<file path="src/rtl/exec_pkg.sv">
// Shared constants and types for the execute-stage multiply controller.
package exec_pkg;

  localparam int unsigned XLEN      = 64;
  localparam int unsigned ALU_W     = 4;
  localparam int unsigned MUL_ITERS = 64;
  localparam int unsigned CNT_W     = 7;

  localparam logic [ALU_W-1:0] ALU_AND = 4'b0000;
  localparam logic [ALU_W-1:0] ALU_ORR = 4'b0001;
  localparam logic [ALU_W-1:0] ALU_ADD = 4'b0010;
  localparam logic [ALU_W-1:0] ALU_SUB = 4'b0110;

  typedef enum logic [1:0] {
    ST_IDLE = 2'd0,
    ST_RUN  = 2'd1,
    ST_DONE = 2'd2
  } mul_state_e;

endpackage

</file>
<file path="src/rtl/iter_cnt.sv">
// Iteration counter for the shift-add multiplier: clear, enable, terminal count.
module iter_cnt
  import exec_pkg::*;
(
  input  logic clk,
  input  logic reset,
  input  logic clr,
  input  logic en,
  output logic tc
);

  logic [CNT_W-1:0] cnt_q, cnt_d;

  // Next count: clear has priority over increment.
  always_comb begin
    cnt_d = cnt_q;
    if (clr) begin
      cnt_d = '0;
    end else if (en) begin
      cnt_d = cnt_q + CNT_W'(1);
    end
  end

  // Count register.
  always_ff @(posedge clk or negedge reset) begin
    if (!reset) begin
      cnt_q <= '0;
    end else begin
      cnt_q <= cnt_d;
    end
  end

  assign tc = (cnt_q == CNT_W'(MUL_ITERS - 1));

endmodule

</file>
<file path="src/rtl/exec_mul_ctrl.sv">
// Shift-add multiplier controller that borrows the execute-stage ALU adder.
// Optional build macro: MUL_EARLY_EXIT_EN (stop once the remaining multiplier is zero).
module exec_mul_ctrl
  import exec_pkg::*;
(
  input  logic             clk,
  input  logic             reset,
  input  logic             start,
  input  logic             abort,
  input  logic [XLEN-1:0]  op_a,
  input  logic [XLEN-1:0]  op_b,
  input  logic [XLEN-1:0]  alu_result,
  output logic [XLEN-1:0]  alu_a,
  output logic [XLEN-1:0]  alu_b,
  output logic [ALU_W-1:0] alu_ctrl,
  output logic             alu_own,
  output logic             stall,
  output logic             done,
  output logic [XLEN-1:0]  product
);

  mul_state_e      state_q, state_d;
  logic [XLEN-1:0] acc_q, acc_d;
  logic [XLEN-1:0] mcand_q, mcand_d;
  logic [XLEN-1:0] mplier_q, mplier_d;
  logic [XLEN-1:0] product_q, product_d;
  logic            cnt_clr, cnt_en, cnt_tc;
  logic            run_exit;
  logic            start_to_done;

  iter_cnt u_iter_cnt (
    .clk   (clk),
    .reset (reset),
    .clr   (cnt_clr),
    .en    (cnt_en),
    .tc    (cnt_tc)
  );

`ifdef MUL_EARLY_EXIT_EN
  // Finish as soon as no multiplier bits remain; a zero multiplier skips RUN.
  assign run_exit      = cnt_tc || ((mplier_q >> 1) == '0);
  assign start_to_done = (op_b == '0);
`else
  assign run_exit      = cnt_tc;
  assign start_to_done = 1'b0;
`endif

  // Next-state, datapath updates and ALU/pipeline control.
  always_comb begin
    state_d   = state_q;
    acc_d     = acc_q;
    mcand_d   = mcand_q;
    mplier_d  = mplier_q;
    product_d = product_q;
    cnt_clr   = 1'b0;
    cnt_en    = 1'b0;
    alu_a     = '0;
    alu_b     = '0;
    alu_ctrl  = '0;
    alu_own   = 1'b0;
    stall     = 1'b0;
    done      = 1'b0;

    unique case (state_q)
      ST_IDLE: begin
        // Held low while reset is asserted so every output reads zero.
        stall = start & reset;
        if (start && !abort) begin
          mcand_d  = op_a;
          mplier_d = op_b;
          acc_d    = '0;
          cnt_clr  = 1'b1;
          if (start_to_done) begin
            state_d   = ST_DONE;
            product_d = '0;
          end else begin
            state_d = ST_RUN;
          end
        end
      end
      ST_RUN: begin
        stall    = 1'b1;
        alu_own  = 1'b1;
        alu_a    = acc_q;
        alu_b    = mplier_q[0] ? mcand_q : '0;
        alu_ctrl = ALU_ADD;
        if (abort) begin
          state_d = ST_IDLE;
        end else begin
          acc_d    = alu_result;
          mcand_d  = mcand_q << 1;
          mplier_d = mplier_q >> 1;
          cnt_en   = 1'b1;
          if (run_exit) begin
            state_d   = ST_DONE;
            product_d = alu_result;
          end
        end
      end
      ST_DONE: begin
        done    = !abort;
        state_d = ST_IDLE;
      end
      default: begin
        state_d = ST_IDLE;
      end
    endcase
  end

  // State and datapath registers.
  always_ff @(posedge clk or negedge reset) begin
    if (!reset) begin
      state_q   <= ST_IDLE;
      acc_q     <= '0;
      mcand_q   <= '0;
      mplier_q  <= '0;
      product_q <= '0;
    end else begin
      state_q   <= state_d;
      acc_q     <= acc_d;
      mcand_q   <= mcand_d;
      mplier_q  <= mplier_d;
      product_q <= product_d;
    end
  end

  assign product = product_q;

endmodule

</file>
<file path="config.mk">
export PLATFORM = sky130hd
export DESIGN_NAME = exec_mul_ctrl
export DESIGN_NICKNAME = d
export VERILOG_FILES = /design/src/rtl/exec_pkg.sv /design/src/rtl/iter_cnt.sv /design/src/rtl/exec_mul_ctrl.sv
export SDC_FILE = /design/constraint.sdc
export NUM_CORES = 1
export LEC_CHECK = 0
export CORE_MARGIN = 2
export CORE_UTILIZATION = 47
export DETAILED_ROUTE_END_ITERATION = 7
export PLACE_DENSITY = 0.81
export SLEW_MARGIN = 20
export SYNTH_ARGS = -nofsm -noshare
export SYNTH_HDL_FRONTEND = slang
export SYNTH_SLANG_ARGS = --single-unit
</file>
<file path="constraint.sdc">
create_clock -name clk -period 2.6 [get_ports clk]
set_input_delay 0.52 -clock clk [delete_from_list [all_inputs] [get_ports clk]]
set_output_delay 0.52 -clock clk [all_outputs]
set_load 0.02 [all_outputs]
</file>
==> run_results.csv <==
group,metric,value,unit
run_status,status,"completed",
grt,grt_usage,25.30,%
logic_synthesis,async_flop_share,100.0,%
grt,grt_pass1_vias,10687,
cts,cts_tree,"built",
power,combinationalPowerShare,23.5,%
logic_synthesis,synth_ff_type,"dfrtp_1",
die,die_area,0.02772,mm²
final_layout,fin_util,66.70,%
timing,fin_skew,0.01186,ns
cts,cts_buffers,30,
die,ios,395,
timing,max_slew.worst_pin.slew,0.9592,ns
final_layout,area_growth,39.65,%
power,p_clk_share,33.2,%
timing,slew_headroom,36.05,%
timing,period_share,96.47,%
cts,cts_buffer_depth,3,
grt,grt_max_degree,161,
cts,cts-root-buf,"clkbuf_16",
worst_setup_path,path_class,"flop to output port",
timing,slew_viol_final,0,
cts,clk_pin_slew_worst_paths,0.06,ns
logic_synthesis,seq_area_frac_synth,53.43,%
die,start_util,47.77,%
logic_synthesis,yosysMostFrequentCell,"dfrtp_1",
min_path,min_path_type,"input pin to asynchronous set/reset pin",
die,coreArea,0.02598,mm²
detailed_routing,drc,0,
cts,clk_latency,0.54,ns
cts,htreeDepth,1,
worst_setup_path,crit_chain,"nand2b_4, clkinv_8, buf_16, and3_1, dlygate4sd2_1",
power,power.density,711.8,mW/mm²
logic_synthesis,syn_area,0.01241,mm²
detailed_routing,dr_total_vias,11059,
logic_synthesis,synth.largest_area_cell,"dfrtp_1",
final_layout,drive_above_1_share,14.86,%
logic_synthesis,synth_top_cell_area_share,53.43,%
power,peakVddDrop,492.1,µV
final_layout,stdcell_area,0.01733,mm²
die,row_count,59,
final_layout,multiInputGateArea,0.005281,mm²
logic_synthesis,ys_top_cells_by_count,"dfrtp_1, nand2_1, nor3_1",
timing,max_freq,398.7,MHz
timing,rsz0062_at_grt,"no",
run,cap_violations,0,
power,finalPower,12.34,mW
timing,setup_violations,0,
detailed_routing,drt_iter0_drc,940,
grt,grt_first_pass_wirelength,57960,µm
detailed_routing,wl_per_cell,18.96,µm
final_layout,finalNetCount,1784,
timing,setup_tns,0,ns
place,port_buffers,391,
timing,timing.final.ws_setup,0.09184,ns
cts,clock-sinks,265,
final_layout,final_cells,1945,
worst_setup_path,start_kind,"flop",
timing,hold_viol_final,0,
logic_synthesis,yosysWarningCount,0,
worst_setup_path,critPathSlowestCell,"dfrtp_2",
timing,fin_crit,2.508,ns
power,p_sw_share,30.41,%
worst_setup_path,worst-path-stages,5,
worst_setup_path,crit_arrival,1.99,ns
worst_setup_path,r2r_cells,5,
detailed_routing,firstDrtPassIters,5,
timing,fin_hold_ws,0.02025,ns
worst_setup_path,path_max_fanout,32,
logic_synthesis,synthCells,1258,
logic_synthesis,synth_seq_cells,265,
final_layout,fillers,1987,
detailed_routing,viasPerCell,5.686,
worst_setup_path,cpPeakStageDelay,0.46,ns
worst_setup_path,cp-end-kind,"output port",
place,post_dp_cell_area,0.01659,mm²
place,place_congestion,0.8468,
logic_synthesis,synth.distinct_cells,33,
grt,overflow,0,
worst_setup_path,path_buf_inv,3,
die,die_h,166.5,µm
power,p_leak,8.368,nW
power,p_int,8.585,mW
logic_synthesis,syn-mean-instance-area,9.866,µm²
power,switching_power,3.752,mW
logic_synthesis,synth_edf_count,0,
detailed_routing,wl,36870,µm
logic_synthesis,netlist_top_cells_area,"dfrtp_1, nand2_1, a31oi_1, nor3_1, mux2_4",
die,dieWidth,166.5,µm
place,dp_hpwl,23780,µm
power,p_seq_share,43.4,%
worst_setup_path,crit_family,"buffers and inverters",
worst_setup_path,required,2.08,ns
place,place_inst,1886,
grt,antenna_found_initial,2,
detailed_routing,antenna_left,0,
place,place_worst_setup_slack,0.1153,ns
final_layout,seqCellArea,0.006634,mm²
cts,hold_buffers,0,
[cell usage in the layout, fill, tap and decap left out, drive strengths merged, types with 2 or more instances in the layout]
cell / count
a21o: 64
a21oi: 6
a22o: 2
a31oi: 126
and2: 64
and3: 64
buf: 29
clkbuf: 116
clkdlybuf4s15: 38
clkdlybuf4s50: 259
clkinv: 5
clkinvlp: 3
conb: 3
dfrtp: 265
diode: 2
dlygate4sd2: 23
inv: 3
mux2: 64
nand2: 258
nand3: 2
nor2: 5
nor3: 127
nor3b: 66
o21ai: 3
or3: 3
[path summary, 6_finish.rpt]
check	endpoint	start	slack (ns)
hold / removal	product[58]	reset	0.02
hold reg to reg	acc_q[3]	acc_q[3]	0.46
setup reg to reg	product[56]	state_q[1]	0.32
min in group clk	state_q[0]	abort	0.46
setup / recovery	alu_b[43]	state_q[0]	0.09
max in group asynchronous	mplier_q[35]	reset	1.39
[per-layer routing]
metal / routed length (µm) / global-route usage, %
met1: 15470 / 33.95
met2: 17240 / 41.23
met3: 2687 / 4.587
met4: 1477 / 9.520
met5: 0 / 0
[worst reg2reg max path: stages (launching register included)]
cell and delay, ns:
dfrtp_2 0.40, buf_4 0.15, or3b_1 0.38, or4_4 0.54
buf_12 0.22, mux2_4 0.48
[registers in the layout (all words and copies together) (netlist names)]
signal            count
u_iter_cnt.cnt_q      7
mplier_q             64
mcand_q              64
product              64
acc_q                64
state_q               2
[layout make-up]
class                           instances  share of cell area (%)
Sequential cell                       265                   38.27
Clock buffer                           45                   5.298
Inverter                                3                  0.1372
Clock inverter                          8                  0.2960
Timing Repair Buffer                  420                   23.08
Tap cell                              335                   2.418
Multi-Input combinational cell        867                   30.47
Antenna cell                            2                 0.02887
[timing repair]
item,4_1_cts,5_1_grt
setup buffers,0,1
cloned,1,2
resized for setup,182,149
setup endpoints to repair,130,118
[power groups by stage]
stage | combinational (mW) | sequential, mW | clock (mW)
after floorplan | 1.79 | 5.24 | 0
after global placement | 2.94 | 5.36 | 0
after detailed placement | 3.01 | 5.40 | 0
after CTS | 2.90 | 5.34 | 4.15
after global routing | 3.16 | 5.44 | 4.35
final | 2.89 | 5.35 | 4.09
[cell families (layout without fill, tap and decap cells)]
| logic type | count (synthesis) | after routing | synth area share (%) |
|---|---|---|---|
| adder cells (fa/ha/maj) | 1 | 1 | 0.1008 |
| other | 1 | 5 | 0.03021 |
| buffers and inverters | 128 | 476 | 4.355 |
| XOR/XNOR | 1 | 1 | 0.07058 |
| flip-flops | 265 | 265 | 53.43 |
| AND/OR/NAND/NOR | 594 | 594 | 24.11 |
| multiplexers | 64 | 64 | 6.956 |
| AO/OA/AOI/OAI | 204 | 204 | 10.95 |
No activity file was read; power rests on OpenSTA's default activity.
